### src/rtl/cpu_ctrl_seq.sv
// Fetch/execute sequencer for the 8-bit accumulator core: two cycles per instruction.
// Optional single-step mode is enabled by defining CPU_CTRL_STEP_EN (adds the step input).
module cpu_ctrl_seq #(
  parameter int PC_W     = 8,
  parameter int RETIRE_W = 16
) (
  input  logic                clk,
  input  logic                rst,
  input  logic                start,
`ifdef CPU_CTRL_STEP_EN
  input  logic                step,
`endif
  output logic [PC_W-1:0]     imem_addr,
  input  logic [7:0]          imem_data,
  input  logic                acc_neg,
  input  logic [7:0]          rf_rdata,
  output logic [3:0]          rf_addr,
  output logic [3:0]          imm,
  output logic                acc_we,
  output logic [1:0]          acc_src,
  output logic                alu_op,
  output logic                rf_we,
  output logic                halted,
  output logic                illegal,
  output logic [RETIRE_W-1:0] retired
);

  typedef enum logic [1:0] {S_IDLE, S_FETCH, S_EXEC, S_HALT} state_t;

  typedef enum logic [3:0] {
    OP_NOP = 4'h0,
    OP_ADD = 4'h1,
    OP_SUB = 4'h2,
    OP_LDR = 4'h4,
    OP_STR = 4'h5,
    OP_BRN = 4'h8,
    OP_LDI = 4'hD
  } op_t;

  localparam logic [1:0] SRC_ALU = 2'b00;
  localparam logic [1:0] SRC_RF  = 2'b01;
  localparam logic [1:0] SRC_IMM = 2'b10;

  state_t          state, state_nxt;
  logic [PC_W-1:0] pc, pc_nxt;
  logic [7:0]      ir, ir_nxt;
  logic            retire_inc;
  logic            fetch_go;

`ifdef CPU_CTRL_STEP_EN
  assign fetch_go = step;
`else
  assign fetch_go = 1'b1;
`endif

  assign imem_addr = pc;
  assign rf_addr   = ir[3:0];
  assign imm       = ir[3:0];
  assign halted    = (state == S_HALT);

  // Datapath selects follow ir in every state; only the strobes are gated by EXEC.
  always_comb begin
    acc_src = SRC_ALU;
    alu_op  = 1'b0;
    case (ir[7:4])
      OP_SUB:  alu_op  = 1'b1;
      OP_LDR:  acc_src = SRC_RF;
      OP_LDI:  acc_src = SRC_IMM;
      default: ;
    endcase
  end

  always_comb begin
    // NOTE: every output of this block gets a default first, so no path can infer a latch.
    state_nxt  = state;
    pc_nxt     = pc;
    ir_nxt     = ir;
    acc_we     = 1'b0;
    rf_we      = 1'b0;
    illegal    = 1'b0;
    retire_inc = 1'b0;
    case (state)
      S_IDLE: begin
        if (start) state_nxt = S_FETCH;
      end
      S_FETCH: begin
        if (fetch_go) begin
          ir_nxt    = imem_data;
          pc_nxt    = pc + PC_W'(1);
          state_nxt = S_EXEC;
        end
      end
      S_EXEC: begin
        retire_inc = 1'b1;
        state_nxt  = S_FETCH;
        if (ir == 8'hFF) begin
          state_nxt = S_HALT;
        end else begin
          case (ir[7:4])
            OP_NOP: ;
            OP_ADD, OP_SUB, OP_LDR, OP_LDI: acc_we = 1'b1;
            OP_STR: rf_we = 1'b1;
            OP_BRN: if (acc_neg) pc_nxt = PC_W'(rf_rdata);
            default: illegal = 1'b1;
          endcase
        end
      end
      S_HALT: begin
        if (start) begin
          pc_nxt    = '0;
          state_nxt = S_FETCH;
        end
      end
      default: state_nxt = S_IDLE;
    endcase
  end

  // NOTE: state registers use non-blocking assignments so all flops update together at the edge.
  always_ff @(posedge clk or posedge rst) begin
    if (rst) begin
      state   <= S_IDLE;
      pc      <= '0;
      ir      <= 8'h00;
      retired <= '0;
    end else begin
      state   <= state_nxt;
      pc      <= pc_nxt;
      ir      <= ir_nxt;
      if (retire_inc) retired <= retired + RETIRE_W'(1);
    end
  end

endmodule
### config.mk
export PLATFORM = sky130hd
export DESIGN_NAME = cpu_ctrl_seq
export DESIGN_NICKNAME = d
export VERILOG_FILES = /design/src/rtl/cpu_ctrl_seq.sv
export SDC_FILE = /design/constraint.sdc
export NUM_CORES = 1
export LEC_CHECK = 0
export ABC_AREA = 1
export CELL_PAD_IN_SITES_DETAIL_PLACEMENT = 2
export CELL_PAD_IN_SITES_GLOBAL_PLACEMENT = 2
export CORE_MARGIN = 3
export CORE_UTILIZATION = 29
export CTS_CLUSTER_SIZE = 24
export DETAILED_ROUTE_END_ITERATION = 10
export PLACE_DENSITY_LB_ADDON = 0.12
export SLEW_MARGIN = 25
export SYNTH_ARGS = -nofsm -noshare
export SYNTH_HDL_FRONTEND = slang
export SYNTH_SLANG_ARGS = --single-unit
### constraint.sdc
create_clock -name clk -period 3.7 [get_ports clk]
set_clock_uncertainty 0.15 [all_clocks]
set_input_delay 0.555 -clock clk [delete_from_list [all_inputs] [get_ports clk]]
set_output_delay 0.555 -clock clk [all_outputs]
set_load 0.01 [all_outputs]
### After elaboration in Yosys (flattened, before gate mapping)

Index checks and enable logic that the tools add are counted.

* output and inout port bits: 39
* register bits after elaboration: 34
* logic and storage cells: 48

* reductions and logical operators: 7
* multiplexer cells: 20
* $add $sub $neg: 2
* eq/ne operators: 15

Operator list (count)
* 8-bit two-way mux: 4
* 8-bit one-hot mux with 3 select lines: 1
* 16-bit by 1-bit adder with 16-bit output (second input constant): 1
* 1-bit two-way mux: 11
* 8-bit by 1-bit adder with 8-bit output (second input constant): 1
* 4-bit by 3-bit equality test with 1-bit output (second input constant): 2
* 4-bit equality test (second input constant): 2
* 8-bit equality test (second input constant): 1
* 2-bit inequality test (second input constant): 4
* 7-bit OR reduction: 1
* 2-bit one-hot mux with 3 select lines: 1
* 5-bit AND reduction: 1
* 2-bit equality test (second input constant): 2
* 4-bit by 1-bit equality test with 1-bit output (second input constant): 1
* 4-bit by 2-bit equality test with 1-bit output (second input constant): 1
* 4-bit zero test: 1
* 2-bit two-way mux: 2
* 2-bit one-hot mux with 2 select lines: 1
* 4-bit OR reduction: 1
* 3-bit nonzero test: 1
* 2-bit by 1-bit equality test with 1-bit output (second input constant): 1
* 2-bit zero test: 1
* 2-bit by 1-bit inequality test with 1-bit output (second input constant): 1
* 2-bit OR reduction: 1

### Depth between registers and ports, before layout

Gate-level depths: netlist (run 1).

* depth in word-level cells: 5
* mapped depth: 11

### Worst setup path before layout (run 1)

OpenSTA, ideal clock, no wires.

* path kind: register to output
* start point: reg ir[6]
* end point: out acc_we
* data arrival time: 1.184 ns
* path slack: 1.811 ns
* data required time: 2.995 ns
* stages on the path, launching flop included: 6
* cells stage by stage: dfrtp_1 inv_1 nand2_1 nor3_1 nor2_1 a21oi_1

* longest elaborated chain between the ends: 5
* elaborated cells on any way between the ends: 9
* those cells by class: eq/ne (5); mux (3); reduce/logical (1)

Ends and longest elaborated chain
* start: declaration: line 46 `logic [7:0] ir, ir_nxt;`
* start signal: assignment: line 128 `ir <= ir_nxt;`
* 4-bit by 1-bit equality test with 1-bit output (tied with other cells): line 99 `case (ir[7:4])`
* 4-bit OR reduction: line 99
* 1-bit two-way mux: line 99
* 1-bit two-way mux (*): line 96 `if (ir == 8'hFF) begin`
* 1-bit two-way mux (*): line 82 `case (state)`
* end: declaration: line 19 `output logic acc_we,`

Mark *: on every way between the ends. The rest lies on a longest branch, timed or not.

### Worst setup path after layout (run 1)

* start point: reg state[0]
* end point: out illegal

* longest elaborated chain between the ends: 2

Ends and longest elaborated chain
* start: declaration: line 44 `state_t state, state_nxt;`
* start signal: assignment: line 126 `state <= state_nxt;`
* 2-bit equality test: line 82
* 1-bit two-way mux: line 82
* end: declaration: line 24 `output logic illegal,`

No other way between the ends.

==> results_dict.tcl, run 1 <==
set metrics [dict create \
    outcome "finished clean" \
    yosysWarnings 0 \
    clock-sinks 34 \
    synth_ff_type "dfrtp_1" \
    yosysMostFrequentCell "nand2_1" \
    synth_edf_count 0 \
    cts_buffer_depth 2 \
    placed_cells 400 \
    tightest_slew_ns 0.564 \
    max_freq_ghz 0.379 \
    syn2layout_area_growth_pct 35.9 \
    clkLatencyLatePin_ns 0.29 \
    maxCapViolations 0 \
    rsz0062_at_grt "false" \
    crit_top_cell "inv_1" \
    cts_resized 0 \
    seq_area_um2 851 \
    synth_largest_area_cell "dfrtp_1" \
    clk_pin_slew_ns 0.07 \
    final_core_util 0.423 \
    hold_viol 0 \
    fp.coreArea_mm2 0.00657 \
    vias_per_cell 4.58 \
    hold_class "flop to flop" \
    drtIter0Drc 51 \
    numCtsBuffers 5 \
    cp_max_fo 3 \
    p_leak_uw 0.00132 \
    slew_headroom 0.623 \
    crit_family "buffers and inverters" \
    ant_nets 0 \
    drcViolationCount 0 \
    wirelength_um 5770 \
    dpl_worst_slack_ns 1.37 \
    postSynthCellCount 257 \
    synthTopCellsByArea "dfrtp_1 (42%), nand2_1 (17%), inv_1 (5.0%)" \
    grt_first_pass_wirelength_um 10200 \
    syn_nets 282 \
    p_per_area_mw_per_mm2 703 \
    crit_chain "inv_1, ha_1, nand2_1, inv_1, nand4_1, nor2_1, clkdlybuf4s50_1" \
    yosys-top-cells-count "nand2_1 (91), dfrtp_1 (34), inv_1 (27)" \
    fin_tns_setup_ns 0 \
    cts_tree "yes" \
    critPathCaptureType "output pin" \
    cpMaxStageDelayCell "clkdlybuf4s50_1" \
    multi_input_area_um2 993 \
    n_antenna_cell 0 \
    slowest_delay_ns 0.54 \
    die_h_um 89.9 \
    wire_per_inst_um 14.1 \
    grt_pass1_vias 2060 \
    cts_hold_buffers 0 \
    hpwlAfterDp_um 4480 \
    slew_violations 0 \
    startpoint_type "flop" \
    die_area_mm2 0.00809 \
    setup_violations 0 \
    fillers 768 \
    nets 339 \
    initial_core_util 0.311 \
    path_class "flop to output pin" \
    stdcell_count 408 \
    synth.distinct_cells 30 \
    avgSynthCellArea_um2 7.95 \
    ys_seq_elements 34 \
    num_rows 29 \
    grt_antenna_before_repair 0 \
    synth_area_mm2 0.00204 \
    die_w_um 89.9 \
    setup_slack_ns 1.06 \
    ir_drop_uv 199 \
    fin_crit_sh 0.713 \
    layout-drive-gt1-share 0.105 \
    ys_seq_area_frac 0.416 \
    num_vias 1868 \
    io_buffer_count 58 \
    grt_overflow 0 \
    cts_root_buf "clkbuf_8" \
    gp_congestion 0.743 \
    critPathArrivalTime_ns 1.93 \
    required_ns 2.99 \
    cts_setup_buffers 0 \
    fin_crit_ns 2.64 \
    grt_max_degree 15 \
    synth_top_area_frac 0.416 \
    h-tree-depth 2 \
    cp.buffers_inverters 3 \
    grt.total_usage 0.155 \
    firstDrtPassIters 4 \
    synthArstFlopShare 1.00 \
    io_pins 59 \
    timing.hold.ws_ns 0.358 \
]
[kinds of logic (layout without fill, tap and decap cells)]
logic type	after synthesis	in the layout	synth area share
AO/OA/AOI/OAI	18	18	0.0545
XOR/XNOR	12	12	0.0551
adder cells (fa/ha/maj)	5	5	0.0306
buffers and inverters	42	100	0.0974
flip-flops	34	34	0.416
AND/OR/NAND/NOR	146	146	0.346
[stage by stage]
step	power (µW)	cell area, µm²
after floorplan	1280	2040
after global placement	1640	2680
after detailed placement	1680	2680
after CTS	1990	2780
after global routing	2140	2780
final	1950	2780
[cell type report]
| type | instances | share of cell area |
|---|---|---|
| Clock buffer | 6 | 0.0297 |
| Clock inverter | 2 | 0.00450 |
| Inverter | 31 | 0.0428 |
| Multi-Input combinational cell | 181 | 0.358 |
| Sequential cell | 34 | 0.306 |
| Tap cell | 93 | 0.0419 |
| Timing Repair Buffer | 61 | 0.217 |
[worst reg2reg max path: stages, from the launching register on]
cell and delay, ns:
dfrtp_1 0.41, inv_1 0.09, ha_1 0.47, inv_2 0.19, a21oi_4 0.20, nand3_4 0.16
inv_4 0.14, nand2_1 0.06, o21ai_1 0.07
[worst paths after layout]
check                            start      endpoint  slack [ns]  cells after the start
min                        retired[14]   retired[14]        0.36                      2
min reg2reg                retired[14]   retired[14]        0.36                      2
max                           state[0]       illegal        1.06                      7
max in group asynchronous          rst         ir[5]        2.33                      3
max reg2reg                   state[1]  imem_addr[4]        1.69                      8
min in group asynchronous          rst    retired[8]        0.47                      2
[layer usage]
layer  up-vias  wire [µm]  global-route usage
met5         -          0                   0
met4         0         75              0.0497
met3         8        228              0.0342
met2        33       2940               0.273
met1       920       2520               0.188
li1        907          -                   -
[placed cells by master (no fill, tap or decap), types with 3 or more instances in the layout]
master	instances
nand2_1	91
xor2_1	5
clkdlybuf4s50_1	58
inv_2	3
o21ai_0	8
nor2_1	16
inv_1	27
nand4_1	6
nor3_1	3
xnor2_1	6
o21ai_1	4
buf_4	3
ha_1	5
nand3_1	13
dfrtp_1	34
nor2_2	3
nor2_4	4
clkbuf_8	6
nand2_2	3
[sequential cells by signal, summed over array words and instances (netlist names)]
register	cells
retired	16
imem_addr	8
state	2
ir	8
[report_power, final]
group / switching (µW) / total (µW) / internal [µW]
clock network: 146 / 296 / 150
logic: 588 / 1030 / 444
registers: 137 / 625 / 489
total: 871 / 1950 / 1080
Power figures use the tool's default switching activity.
==> inputs of run 2 (changes only) <==
- CORE_UTILIZATION: 29 -> 24
- clock period: 3.7 -> 2.4 ns (I/O delays scaled with it)
==> run 2 against run 1 <==
Against the previous run: sequential power increased by 55%; clock-buffer cell count increased by 1; final cell count increased by 3.2%; largest cell class unchanged; register-to-register slack got worse by 1.2 ns; worst hold slack got worse by 0.011 ns.
==> results_dict.tcl, run 2 (synthesis gave the netlist of run 1 again) <==
set metrics [dict create \
    placed_cells 413 \
    syn2layout_area_growth_pct 37.5 \
    layout-drive-gt1-share 0.117 \
    cp_max_fo 5 \
    num_rows 33 \
    postLayoutCellArea_mm2 0.00281 \
    total_power_uw 3000 \
    cts_setup_buffers 0 \
    hold_viol 0 \
    path_class "flop to output pin" \
    grt_antenna_before_repair 0 \
    slew_headroom 0.695 \
    wire_per_inst_um 13.9 \
    numCtsBuffers 5 \
    drtIter0Drc 44 \
    tightest_slew_ns 0.458 \
    cts_root_buf "clkbuf_8" \
    r2r_cells 10 \
    critPathCaptureType "output pin" \
    final_cell_mix "nand2_1 (91), clkdlybuf4s50_1 (55), dfrtp_1 (34)" \
    maxCapViolations 0 \
    rsz0062_at_grt "false" \
    timing.hold.ws_ns 0.347 \
    reg2reg_to "retired[15]" \
    r2r_slack_ns 0.52 \
    clkLatencyLatePin_ns 0.29 \
    required_ns 1.89 \
    outcome "finished clean" \
    slew_violations 0 \
    p_leak_uw 0.00136 \
    num_vias 1860 \
    grt_pass1_vias 2124 \
    r2r_start "state[0]" \
    drcViolationCount 0 \
    fin_crit_sh 0.893 \
    die_h_um 98.3 \
    cts_tree "yes" \
    nets 340 \
    initial_core_util 0.247 \
    cts_hold_buffers 0 \
    n_antenna_cell 0 \
    cts_buffer_depth 2 \
    max_freq_ghz 0.466 \
    io_pins 59 \
    stdcell_count 421 \
    final_common_cell "nand2_1" \
    wirelength_um 5840 \
    p_per_area_mw_per_mm2 1070 \
    fin_crit_ns 2.14 \
    h-tree-depth 2 \
    die_w_um 98.3 \
    firstDrtPassIters 3 \
    critPathArrivalTime_ns 1.63 \
    hold_class "primary input to asynchronous set/reset pin" \
    fin_tns_setup_ns 0 \
    regMostFlops "retired" \
    vias_per_cell 4.42 \
    largest_reg_flops 16 \
    clk_pin_slew_ns 0.07 \
    grt.total_usage 0.130 \
    clock-sinks 34 \
    setup_violations 0 \
    hpwlAfterDp_um 4550 \
    io_buffer_count 58 \
    gp_congestion 0.730 \
    fp.coreArea_mm2 0.00826 \
    placed_cell_area_mm2 0.00271 \
    grt_max_degree 35 \
    startpoint_type "flop" \
    ant_nets 0 \
    ir_drop_uv 287 \
    grt_first_pass_wirelength_um 10200 \
    grt_overflow 0 \
    die_area_mm2 0.00966 \
]
-- run 2: cell types whose count changed in the layout (fill, tap and decap cells not counted), moves of 2 or more --
| cell | delta |
|---|---|
| nor3_1 | -2 |
| nor3_2 | +2 |
| clkdlybuf4s50_1 | -3 |
| dlygate4sd2_1 | +2 |
-- run 2: stage by stage --
step,utilization,setup slack [ns]
2_1_floorplan,-,0.706
3_3_place_gp,0.328,0.335
3_5_place_dp,0.328,0.274
4_1_cts,0.340,0.0146
5_1_grt,0.340,0.124
6_report,0.340,0.256
-- run 2: layout make-up --
cell class,instances,area [µm²]
clock inverters,1,5.00
multi-input cells,181,1010
inverters,31,119
well taps,105,131
clock buffers,7,86.3
flip-flops and latches,34,851
fillers,984,5450
repair buffers,62,611
-- run 2: report_power, final --
group | total (µW) | internal, µW | switching (µW)
logic | 1590 | 698 | 889
registers | 969 | 754 | 216
clock network | 448 | 232 | 216
-- run 2: worst max-delay path by stage --
stage,startpoint,to,slack [ns],cells past startpoint
2_1_floorplan,ir[6],acc_we,0.71,5
5_1_grt,ir[4],illegal,0.12,7
6_report,ir[7],alu_op,0.26,4
3_5_place_dp,ir[7],acc_we,0.27,6
4_1_cts,state[0],rf_we,0.01,6
3_3_place_gp,state[0],illegal,0.34,7
-- run 2: routing by layer --
layer  GRT usage  part of all wire  vias to the layer above
li1            -                 -                      906
met3      0.0279             0.043                        7
met2       0.223              0.50                       34
met5           0                 0                        -
met4      0.0378             0.012                        0
met1       0.166              0.44                      913
-- run 2: worst max-delay path: stages (launching register included) --
cell	delay, ns
dfrtp_1	0.41
inv_1	0.14
nand2_1	0.10
nor3_2	0.14
clkdlybuf4s50_1	0.56
-- run 2: timing repair --
action,4_1_cts,5_1_grt
resized for setup,6,1
pin swaps,0,0
setup endpoints to repair,3,1
==> inputs of run 3 (changes only) <==
- ABC_AREA: 1 -> default
- ABC_CLOCK_PERIOD_IN_PS: default -> 2400
- CORE_UTILIZATION: 24 -> 26
==> run 3 against run 2 <==
Against the previous run: worst hold slack got worse by 0.029 ns; combinational power up 12%; via count shrank 13%; core utilization is 5.3 points higher; sequential cell count is the same; synthesized cell count is 31% lower; clock-buffer cell count shrank 2; die area shrank 14%.
==> results_dict.tcl, run 3 <==
set metrics [dict create \
    vias_per_cell 4.83 \
    fp.coreArea_mm2 0.00691 \
    nets 263 \
    h-tree-depth 2 \
    critPathArrivalTime_ns 1.76 \
    synth.distinct_cells 45 \
    synth_largest_area_cell "dfrtp_1" \
    final_common_cell "clkdlybuf4s50_1" \
    regMostFlops "retired" \
    io_pins 59 \
    crit_family "buffers and inverters" \
    p_leak_uw 0.00115 \
    slew_violations 0 \
    yosysMostFrequentCell "dfrtp_1" \
    synth_ff_type "dfrtp_1" \
    ir_drop_uv 495 \
    cts_root_buf "clkbuf_8" \
    grt_pass1_vias 1867 \
    num_rows 30 \
    final_cell_mix "clkdlybuf4s50_1 (55), dfrtp_1 (33), buf_4 (12)" \
    ant_nets 0 \
    initial_core_util 0.274 \
    slew_headroom 0.688 \
    ys_seq_area_frac 0.450 \
    maxCapViolations 0 \
    hold_viol 0 \
    firstDrtPassIters 4 \
    grt_first_pass_wirelength_um 9740 \
    synthArstFlopShare 1.00 \
    fin_crit_ns 2.27 \
    tightest_slew_ns 0.469 \
    avgSynthCellArea_um2 10.7 \
    synth_edf_count 0 \
    synthTopCellsByArea "dfrtp_1 (45%), mux2_2 (6.6%), xnor2_1 (4.2%)" \
    startpoint_type "flop" \
    total_power_uw 3450 \
    setup_violations 0 \
    max_freq_ghz 0.440 \
    p_per_area_mw_per_mm2 1270 \
    die_area_mm2 0.00833 \
    slowest_delay_ns 0.60 \
    drcViolationCount 0 \
    wire_per_inst_um 17.5 \
    fin_crit_sh 0.946 \
    num_vias 1618 \
    yosysWarnings 0 \
    hold_class "primary input to asynchronous set/reset pin" \
    n_antenna_cell 0 \
    wirelength_um 5860 \
    layout-drive-gt1-share 0.176 \
    clock-sinks 34 \
    gp_congestion 0.728 \
    syn_nets 202 \
    postSynthCellCount 177 \
    synth_top_area_frac 0.450 \
    required_ns 1.89 \
    critPathCaptureType "output pin" \
    setup_slack_ns 0.129 \
    dpl_worst_slack_ns 0.151 \
    fin_tns_setup_ns 0 \
    cts_hold_buffers 0 \
    postLayoutCellArea_mm2 0.00272 \
    clk_pin_slew_ns 0.07 \
    cp_max_fo 4 \
    placed_cell_area_mm2 0.00253 \
    crit_chain "buf_4, nor4b_2, clkdlybuf4s50_1" \
    yosys-top-cells-count "dfrtp_1 (34), mux2_2 (11), inv_1 (10), nand2_1 (10), nor2_1 (10)" \
    synth_area_mm2 0.00189 \
    die_h_um 91.2 \
    grt_antenna_before_repair 0 \
    cp.buffers_inverters 2 \
    fillers 760 \
    grt_max_degree 35 \
    rsz0062_at_grt "false" \
    path_class "flop to output pin" \
    largest_reg_flops 16 \
    drtIter0Drc 9 \
    ys_seq_elements 34 \
    hpwlAfterDp_um 4330 \
    cts_tree "yes" \
    grt_overflow 0 \
    outcome "finished clean" \
    cts_buffer_depth 2 \
    numCtsBuffers 5 \
    clkLatencyLatePin_ns 0.30 \
    syn2layout_area_growth_pct 43.8 \
    final_core_util 0.393 \
    io_buffer_count 58 \
    grt.total_usage 0.147 \
    cpMaxStageDelayCell "clkdlybuf4s50_1" \
    die_w_um 91.2 \
]
[run 3: path summary, 6_finish.rpt]
check / startpoint / slack (ns) / cells after the start / endpoint
hold reg to reg: retired[15] / 0.34 / 1 / retired[15]
hold / removal: rst / 0.32 / 3 / ir[0]
setup / recovery: ir[4] / 0.13 / 3 / alu_op
min in group clk: retired[15] / 0.34 / 1 / retired[15]
max in group asynchronous: rst / 1.43 / 3 / ir[4]
setup reg to reg: state[0] / 0.26 / 7 / retired[15]
[run 3: per-stage QoR]
| step | hold WS [ns] | instances |
|---|---|---|
| 6_report | 0.318 | 335 |
| 3_3_place_gp | 0.321 | 323 |
| 4_1_cts | 0.340 | 335 |
| 5_1_grt | 0.350 | 335 |
| 2_1_floorplan | 0.352 | 177 |
| 3_5_place_dp | 0.340 | 323 |
[run 3: cell type report]
class | instances | area [µm²] | area share
inverters | 10 | 37.5 | 0.0138
multi-input cells | 117 | 903 | 0.332
well taps | 96 | 120 | 0.0442
flip-flops and latches | 34 | 852 | 0.314
repair buffers | 70 | 667 | 0.245
clock buffers | 5 | 68.8 | 0.0253
clock inverters | 3 | 68.8 | 0.0253
[run 3: per-layer routing]
| layer | GRT usage | share of wire | vias up |
|---|---|---|---|
| li1 | - | - | 749 |
| met1 | 0.175 | 0.44 | 822 |
| met2 | 0.255 | 0.50 | 41 |
| met3 | 0.0381 | 0.047 | 6 |
| met4 | 0.0490 | 0.011 | 0 |
| met5 | 0 | 0 | - |
[run 3: worst register-to-register path, cell delays in order, from the launching register on]
cell and delay, ns:
dfrtp_1 0.39, inv_1 0.06, ha_1 0.16, buf_4 0.24, nand4_1 0.24, nor3_1 0.46
nand3_1 0.17, xnor2_1 0.16
[run 3: kinds of logic (layout without fill, tap and decap cells)]
kind of cell	Yosys count	count (layout)	share of synthesized area
AND/OR/NAND/NOR	54	54	0.166
multiplexers	13	13	0.0762
XOR/XNOR	16	16	0.0742
adder cells (fa/ha/maj)	5	5	0.0331
buffers and inverters	26	88	0.0808
flip-flops	34	34	0.450
AO/OA/AOI/OAI	29	29	0.120
[run 3: power breakdown]
group,internal [µW],total [µW],switching (µW)
Clock,417,668,251
Combinational,931,1780,845
Sequential,772,1000,233
Total,2120,3450,1330
[run 3: timing repair]
action                                  CTS  global route
gates resized for setup                   8             0
endpoints found under the setup margin    4             0
buffers inserted                          4             0
==> variant: new RTL, settings of run 2 <==
The option `CPU_CTRL_STEP_EN` is turned on by a define.
--- a/src/rtl/cpu_ctrl_seq.sv
+++ b/src/rtl/cpu_ctrl_seq.sv
@@ -1,4 +1,6 @@
 // Fetch/execute sequencer for the 8-bit accumulator core: two cycles per instruction.
 // Optional single-step mode is enabled by defining CPU_CTRL_STEP_EN (adds the step input).
+`define CPU_CTRL_STEP_EN
+
 module cpu_ctrl_seq #(
   parameter int PC_W     = 8,
Interface: changed (added step); port bits go from 59 to 60. The function was not compared with the original's and may differ.
==> variant against run 2 <==
Register-to-register slack gained 0.05 ns. Largest power group unchanged. Final area fell by 0.53%. Synthesized area down 0.37%. Count of clock-buffer cells in the layout down 1. Total power shrank 1.2%. Combinational power shrank 5%. First-iteration DRC count fell by 64%. Via count increased by 0.27%. Wire length up 1.7%. Sequential cell count is the same. Worst setup slack worse by 0.031 ns.
==> variant: results (changes against run 2) <==
Logic synthesis
The number of standard cells after synthesis is 264 (was 257). Synth top area cells: dfrtp_1 (42%), nand2_1 (14%), nor2_1 (6.5%) (was dfrtp_1 (42%), nand2_1 (17%), inv_1 (5.0%)). Cell types with the highest counts after synthesis: nand2_1 (76), nor2_1 (35), dfrtp_1 (34) (was nand2_1 (91), dfrtp_1 (34), inv_1 (27)).

The total nets after synthesis was 291 (was 282). The number of distinct standard cells referenced by the synthesized netlist is 28 (was 30). The sequential-to-total area share from yosys stat is 41.8% (was 41.6%).

STA
The worst setup margin is 0.225 ns (was 0.256 ns). The slew of the pin with the lowest slew margin came to 0.462 ns (was 0.458 ns). The worst hold-check slack is 0.332 ns (was 0.347 ns).

Final layout
The number of antenna repair diodes is 0 (unchanged). The share of post-route cells with drive strength above 1 is 9.91% (was 11.7%). The filler-free cell count of the finished design is 425 (was 421). The final-stage net count is 349 (was 340).

Power
The peak supply drop is 327 uV (was 287 uV).

Setup path
The endpoint of the most critical setup path is acc_src[1] (was alu_op). The worst-path maximum fanout is 3 (was 5). The slack of the worst reg-to-reg path is 0.57 ns (was 0.52 ns).

The cell depth of the worst flop-to-flop path is 11 (was 10). The critical path arrival was 1.67 ns (was 1.63 ns). The maximum single-stage delay on the critical path is 0.58 ns (was 0.56 ns).

CTS
The post-CTS resize count is 5 (was 6).

Drt
The sum of met2 wire segment lengths after detailed routing is 3.05 mm (was 2.93 mm). The ratio of routed vias to standard cells was 4.39 (was 4.42). The met3 wire length is 219 um (was 252 um). The detailed router's first-iteration violation count came to 16 (was 44). The sum of routed wire segments on met1 came to 2.64 mm (was 2.59 mm). The average wire per cell in the routed design is 14.0 um (was 13.9 um).

Global route
The met2 track utilization from global routing is 22.6% (was 22.3%). The routing usage on met3 came to 3.00% (was 2.79%). The global-route usage over all layers was 12.6% (was 13.0%). The met1 global-route usage is 15.5% (was 16.6%). The first-pass GRT wire length is 9.87 mm (was 10.2 mm).

Place
The total cell area at the placement stage is 2700 um2 (was 2710 um2). The pre-CTS setup slack is 0.273 ns (was 0.274 ns). The number of I/O port buffers is 59 (was 58). The total half-perimeter wirelength after legalization and detailed placement is 4.72 mm (was 4.55 mm). The placed cell count was 417 (was 413). The final RePlAce weighted congestion came to 0.699 (was 0.730).

Outcome
Status: finished, final reports clean (unchanged).
[variant: final cells by class]
type | count | area [um2] | share of cell area [%]
clock inverters | 2 | 12.5 | 0.448
clock buffers | 6 | 82.6 | 2.96
inverters | 34 | 133 | 4.75
well taps | 102 | 128 | 4.57
multi-input cells | 185 | 978 | 35.0
repair buffers | 62 | 609 | 21.8
flip-flops and latches | 34 | 851 | 30.5
[variant: report_power, final]
| group | switching [mW] | total [mW] | internal, mW | leakage [nW] |
|---|---|---|---|---|
| clock | 0.233 | 0.464 | 0.231 | 0.0472 |
| combinational | 0.825 | 1.51 | 0.689 | 0.880 |
| sequential | 0.232 | 0.989 | 0.758 | 0.431 |
[variant: logic make-up after synthesis]
group           synth area share [%]
buf+inv                         10.5
mux                             2.77
xor+xnor                        5.96
fa+ha+maj                       3.69
simple gates                    30.2
compound gates                  5.04
flops                           41.8
